`config.mk`:
```
export PLATFORM = sky130hd
export DESIGN_NAME = mod_74x161_chain_flat
export DESIGN_NICKNAME = d
export VERILOG_FILES = /design/src/rtl/mod_74x161_chain_if.sv /design/src/rtl/mod_74x161_chain.sv /design/src/flat_wrapper.sv
export SDC_FILE = /design/constraint.sdc
export NUM_CORES = 1
export LEC_CHECK = 0
export CAP_MARGIN = 30
export CORE_AREA = 5 5 43 45
export CTS_BUF_LIST = sky130_fd_sc_hd__clkbuf_8
export DETAILED_ROUTE_END_ITERATION = 10
export DIE_AREA = 0 0 48 50
export PLACE_DENSITY = 0.8
export SYNTH_ARGS = -nofsm -noshare
export SYNTH_HDL_FRONTEND = slang
export SYNTH_SLANG_ARGS = --single-unit
```
`constraint.sdc`:
```
create_clock -name clk -period 1.75 [get_ports clk]
set_clock_uncertainty 0.15 [all_clocks]
set_input_delay 0.525 -clock clk [delete_from_list [all_inputs] [get_ports clk]]
set_output_delay 0.525 -clock clk [all_outputs]
set_load 0.02 [all_outputs]
```
`src/rtl/mod_74x161_chain_if.sv`:
```
// Bus interface for the cascaded 74x161 counter chain.
// The master side drives load/enable/data; the slave side (the counter)
// returns the count, the final ripple carry and the per-stage carries.
//   load_n   : synchronous parallel load, active-low
//   enp      : count enable P, shared by every stage
//   ent      : count enable T into stage 0
//   d        : parallel load data, bit 0 = LSB of stage 0
//   q        : counter value, bit 0 = LSB
//   rco      : ripple carry out of the last stage
//   rco_stg  : per-stage ripple carry, bit k = stage k
`timescale 1ns/1ps
interface mod_74x161_chain_if #(
  parameter int STAGES = 2
);
  logic                  load_n;
  logic                  enp;
  logic                  ent;
  logic [4*STAGES-1:0]   d;
  logic [4*STAGES-1:0]   q;
  logic                  rco;
  logic [STAGES-1:0]     rco_stg;

  modport master (
    output load_n, enp, ent, d,
    input  q, rco, rco_stg
  );

  modport slave (
    input  load_n, enp, ent, d,
    output q, rco, rco_stg
  );
endinterface

```
`src/rtl/mod_74x161_chain.sv`:
```
// Cascaded 74x161 synchronous 4-bit binary counters, wired as on a board:
// enp is shared, stage 0 takes ent from the bus, stage k takes ent from
// the ripple carry of stage k-1. Feeds the downstream AND-array decode.
// Ports:
//   clk    : counter clock, all synchronous actions on the rising edge
//   rst_n  : asynchronous active-low clear (CLR_N)
//   bus    : mod_74x161_chain_if slave modport (load_n, enp, ent, d, q,
//            rco, rco_stg)
// Optional feature macro: MOD_74X161_CHAIN_TPD_EN
//   Defined   : simulation delay model, q follows TPD_CLK after a clock
//               update and TPD_CLR after clear; carries follow TPD_CLK.
//   Undefined : zero-delay outputs (the synthesizable build).
`timescale 1ns/1ps
module mod_74x161_chain #(
  parameter int STAGES  = 2,
  parameter int TPD_CLK = 15,
  parameter int TPD_CLR = 20
) (
  input  logic                clk,
  input  logic                rst_n,
  mod_74x161_chain_if.slave   bus
);

  localparam int W = 4 * STAGES;

  if (STAGES < 1 || STAGES > 8 || TPD_CLK < 0 || TPD_CLR < 0) begin : g_bad_param
    $error("mod_74x161_chain: STAGES must be 1..8 and delays non-negative");
  end

  logic [W-1:0]      q_r;
  logic [STAGES-1:0] ent_stg;
  logic [STAGES-1:0] rco_c;

  // Carry chain: each stage's ent is the previous stage's rco, so a low
  // ent into stage 0 kills every downstream enable and carry.
  always_comb begin
    logic carry;
    carry   = bus.ent;
    ent_stg = '0;
    rco_c   = '0;
    for (int k = 0; k < STAGES; k++) begin
      ent_stg[k] = carry;
      rco_c[k]   = carry & (q_r[4*k +: 4] == 4'hF);
      carry      = rco_c[k];
    end
  end

  // Load overrides both enables; otherwise each stage counts on enp & ent_k.
  // The chain is evaluated on pre-edge q, which is what makes the stages
  // together behave as one wide binary counter.
  always_ff @(posedge clk or negedge rst_n) begin
    if (!rst_n) begin
      q_r <= '0;
    end else if (!bus.load_n) begin
      q_r <= bus.d;
    end else begin
      for (int k = 0; k < STAGES; k++) begin
        if (bus.enp && ent_stg[k]) begin
          q_r[4*k +: 4] <= q_r[4*k +: 4] + 4'd1;
        end
      end
    end
  end

`ifdef MOD_74X161_CHAIN_TPD_EN
  // Transport-style delayed copy: the old value stays visible through the
  // delay window, so no X is ever driven. A change seen while rst_n is low
  // can only be the clear, which uses the clear-to-output delay.
  logic [W-1:0] q_dly;

  initial q_dly = '0;

  always @(q_r) begin
    if (!rst_n) begin
      q_dly <= #(TPD_CLR) q_r;
    end else begin
      q_dly <= #(TPD_CLK) q_r;
    end
  end

  assign bus.q                 = q_dly;
  assign #(TPD_CLK) bus.rco_stg = rco_c;
  assign #(TPD_CLK) bus.rco     = rco_c[STAGES-1];
`else
  assign bus.q       = q_r;
  assign bus.rco_stg = rco_c;
  assign bus.rco     = rco_c[STAGES-1];
`endif

endmodule

```
`src/flat_wrapper.sv`:
```
// flat-port wrapper written by rule: the top's interface ports become plain ports
module mod_74x161_chain_flat 
#(
  parameter int STAGES  = 2,
  parameter int TPD_CLK = 15,
  parameter int TPD_CLR = 20
)
  (clk, rst_n, bus_load_n, bus_enp, bus_ent, bus_d, bus_q, bus_rco, bus_rco_stg);
  mod_74x161_chain_if #(.STAGES(STAGES)) bus_i ();
  input  logic clk;
  input  logic rst_n;
  input wire logic [$bits(bus_i.load_n)-1:0] bus_load_n;
  input wire logic [$bits(bus_i.enp)-1:0] bus_enp;
  input wire logic [$bits(bus_i.ent)-1:0] bus_ent;
  input wire logic [$bits(bus_i.d)-1:0] bus_d;
  output wire logic [$bits(bus_i.q)-1:0] bus_q;
  output wire logic [$bits(bus_i.rco)-1:0] bus_rco;
  output wire logic [$bits(bus_i.rco_stg)-1:0] bus_rco_stg;
  assign bus_i.load_n = bus_load_n;
  assign bus_i.enp = bus_enp;
  assign bus_i.ent = bus_ent;
  assign bus_i.d = bus_d;
  assign bus_q = bus_i.q;
  assign bus_rco = bus_i.rco;
  assign bus_rco_stg = bus_i.rco_stg;
  mod_74x161_chain #(.STAGES(STAGES), .TPD_CLK(TPD_CLK), .TPD_CLR(TPD_CLR)) u_core (.clk(clk), .rst_n(rst_n), .bus(bus_i));
endmodule
```
# Word-level counts from Yosys, hierarchy flattened
# Index checks and enable logic that the tools add are counted.
# word_totals
register_bits,8
in_bits,13
output_inout_bits,11
elab_cells,15
# op_classes
n_addsub,2
n_eq_ne,4
mux,3
bitwise,2
n_reduce_logical,2
# ops
operator,n
$add A4 B1 Y4 const B,2
$eq A4 B4 Y1 const B,2
$mux W4,2
$mux W8,1
$ne A2 B1 Y1 const B,2
$and A1 B1 Y1,2
$logic_and A1 B1 Y1,2

# Longest topological paths before layout
# depth
word_depth,5
mapped_depth,4
ltp_nobuf,4

# Worst setup path before layout
# No wires, ideal clock.
# synth_timing
path_type,flip-flop to output port
start,"register u_core.q_r[0], in the netlist u_core.bus.q[0]"
end,output port bus_rco_stg[1]
arrival_ns,1.432
required_ns,1.075
slack_ns,-0.357
path_stages_with_launch,5
path_buffers,1
path_cell_list,dfrtp_1 ha_1 nand4_1 nor2_1 buf_4
# synth_between
elab_chain_len,3
# synth_rtl
item,line_no,rtl
"start, declared",mod_74x161_chain.sv:30,logic [W-1:0] q_r;
"start signal, assigned",mod_74x161_chain.sv:55,q_r <= bus.d;
"start signal, assigned by index",mod_74x161_chain.sv:59,q_r[4*k +: 4] <= q_r[4*k +: 4] + 4'd1;
$eq A4 B4 Y1,mod_74x161_chain.sv:43,rco_c[k] = carry & (q_r[4*k +: 4] == 4'hF);
$and A1 B1 Y1 (2 in a row),mod_74x161_chain.sv:43,
"end, declared",flat_wrapper.sv:18,output wire logic [$bits(bus_i.rco_stg)-1:0] bus_rco_stg;
# Every way passes these cells.

# Worst setup path in the final report
# Same ends and word-level chain as after synthesis.

==> impl_metrics.csv <==
group,metric,value,unit
routing,drc,0,
routing,via_count,563,
global_route,track_usage,0.149,
routing,via_per_inst,5.12,
placed_design,dp.cells,103,
cells_and_area,fin_util,0.625,
placed_design,portBuffers,23,
clocking,cts-htree-levels,1,
clocking,insertion_delay,0.23,ns
pwr,power.switching,0.214,mW
synth,yosysUniqueCellTypes,20,
global_route,grt_pass1_wl,2490,um
timing,final.min_clock_period,1.93,ns
timing,setup_violations,3,
status,violations,"negative setup slack",
min_path,hold_class,"input port to asynchronous set/reset pin",
timing,grt_setup_unrepaired,"yes",
synth,yosysTopAreaCell,"dfrtp_1",
clocking,cts-root-buf,"clkbuf_8",
timing,hold_viol_final,0,
pwr,leakagePower,0.397,nW
clocking,postCtsHoldBufs,0,
global_route,grt_max_degree,17,
cells_and_area,drive_above_1_share,0.394,
die,fp.dieH,50,um
synth,yosysTopAreaCellShare,0.432,
cells_and_area,final_nets,110,
clocking,clock-sinks,8,
global_route,grt_overflow,0,
synth,netlist_area,463,sq um
placed_design,place_area,840,sq um
synth,syn_nets,68,
synth,synth_enable_flop_cells,0,
cells_and_area,design_area,897,sq um
clocking,cts_buffers,3,
cells_and_area,area_growth_syn_to_layout,93.8,%
die,die_area,2400,sq um
die,rows,14,
routing,wl,1550,um
setup_path,critPathCaptureType,"output pin",
synth,synth_seq_area_share,0.432,
synth,synth_seq_cells,8,
job,drv_cap,0,
synth,synthArstFlopShare,1.00,
synth,syn-instance-count,53,
placed_design,pre_cts_ws,-0.917,ns
pwr,p_int,0.486,mW
pwr,clockPowerShare,0.337,
setup_path,cp.required,1.07,ns
timing,maxSlewHeadroom,0.725,
clocking,ctsLongestPathBuffers,2,
routing,wire_per_inst,14.1,um
die,io_pins,24,
routing,final_antenna_net_count,0,
global_route,grt_pass1_vias,546,
synth,syn_area_per_cell,8.73,sq um
clocking,cts_tree,"yes",
cells_and_area,num_antenna_cells,0,
cells_and_area,largest_register_ffs,8,
setup_path,critPathKind,"flip-flop to output pin",
timing,maxSlewViolCount,0,
clocking,path_clk_slew,0.05,ns
routing,drt_iter0_drc,21,
pwr,ir_worst_vdd,565,uV
setup_path,start_kind,"flip-flop",
pwr,power_density,780,nW/um^2
setup_path,crit_fanout,3,
placed_design,globalplace.congestion,0.777,
placed_design,place_hpwl,1160,um
synth,yosys_warnings,0,
pwr,power,0.699,mW
cells_and_area,stdcell_count,110,
synth,synthTopCellsByArea,"dfrtp_1 43%, nor2_1 7.3%, a31oi_1 6.8%",
timing,period_share,1.10,
pwr,power_frac_comb,0.345,
timing,fmax,518,MHz
pwr,seqPwrFrac,0.318,
cells_and_area,fillers,129,
die,coreArea,1440,sq um
global_route,antenna_found_initial,0,
setup_path,r2r_cells,5,
die,chipWidth,48,um
synth,synth_ff_type,"dfrtp_1",
status,status,"finished, violations left",
die,start_util,0.322,
setup_path,cp.arrival,1.26,ns
timing,fin_ws,-0.181,ns
routing,firstDrtPassIters,4,
timing,worst_slew_pin_slew,0.411,ns
pwr,sw_frac_of_total,0.305,
repair_timing:
item | CTS | global route
resized for setup | 36 | 9
pin swaps | 3 | 5
setup endpoints to repair | 15 | 9
buffers inserted | 2 | 2
Yosys cell counts (all sizes together), types with 2 or more instances:
cell type / n
o21ai: 4
a21oi: 3
inv: 2
or3: 4
nand2: 3
clkbuf: 2
a31oi: 5
dfrtp: 8
nor2: 9
nand3: 4
xor2: 2
ha: 2
worst paths after layout:
kind                                              from                     endpoint  slack, ns
min in group clk           u_core.bus.q[6]$_DFFE_PN0P_  u_core.bus.q[6]$_DFFE_PN0P_       0.51
max in group asynchronous                        rst_n  u_core.bus.q[4]$_DFFE_PN0P_       0.69
setup / recovery           u_core.bus.q[0]$_DFFE_PN0P_               bus_rco_stg[1]      -0.18
hold reg to reg            u_core.bus.q[6]$_DFFE_PN0P_  u_core.bus.q[6]$_DFFE_PN0P_       0.51
setup reg to reg           u_core.bus.q[0]$_DFFE_PN0P_  u_core.bus.q[6]$_DFFE_PN0P_       0.08
hold / removal                                   rst_n  u_core.bus.q[3]$_DFFE_PN0P_       0.44
cells by family after synthesis:
logic type               Yosys count  share of synthesized area
AO/OA/AOI/OAI                     13                      0.159
XOR/XNOR                           2                     0.0378
adder cells (fa/ha/maj)            2                     0.0540
buffers and inverters              5                     0.0487
flip-flops                         8                      0.432
multiplexers                       1                     0.0216
AND/OR/NAND/NOR                   22                      0.246
power by group through the flow:
stage               combinational (mW)  sequential (mW)  clock, mW
floorplan                       0.0647            0.258          0
global placement                 0.234            0.223          0
detailed placement               0.243            0.224          0
CTS                              0.237            0.223      0.242
global route                     0.262            0.224      0.252
finish                           0.241            0.222      0.236
layer usage:
metal / GRT usage / part of all wire / vias up
li1: - / - / 272
met1: 0.156 / 0.36 / 260
met2: 0.242 / 0.54 / 23
met3: 0.0327 / 0.057 / 8
met4: 0.112 / 0.045 / 0
met5: 0 / 0 / -
cells in the final DEF (no fill, tap or decap):
master and count:
nand2_1 2, inv_1 3, clkdlybuf4s15_2 1, mux2i_1 1, a21oi_1 3, nor2_4 1, nand4_1 1, dfrtp_2 3
nand2_2 1, clkdlybuf4s15_1 4, or4_1 1, clkbuf_2 3, a31oi_1 5, nand3_1 3, ha_4 1, o21ai_0 4
buf_6 4, or3_2 2, ha_1 1, xor2_1 2, buf_4 16, buf_12 1, dlygate4sd2_1 1, dfrtp_1 5
nor2_1 8, nand3_2 1, o31ai_1 1, clkbuf_8 3, clkdlybuf4s50_1 10, or3_1 2
cell type report:
type / instances / area (sq um) / area share
inverters: 2 / 7.51 / 0.00837
multi-input cells: 40 / 260 / 0.290
clock buffers: 3 / 41.3 / 0.0460
clock inverters: 1 / 3.75 / 0.00418
flip-flops and latches: 8 / 204 / 0.227
repair buffers: 40 / 360 / 0.402
well taps: 16 / 20.0 / 0.0223
per-stage QoR:
stage	setup TNS, ns	hold WS (ns)
after global routing	-0.659	0.466
after floorplan	-0.0643	0.0794
after detailed placement	-4.68	0.520
final	-0.521	0.443
after global placement	-4.12	0.494
after CTS	-0.548	0.441
critical path, cell delays in order, from the launching register on:
cell and delay (ns):
dfrtp_2 0.38, ha_4 0.14, nand4_1 0.20, nor2_4 0.17
buf_6 0.13
Power figures use the tool's default switching activity.
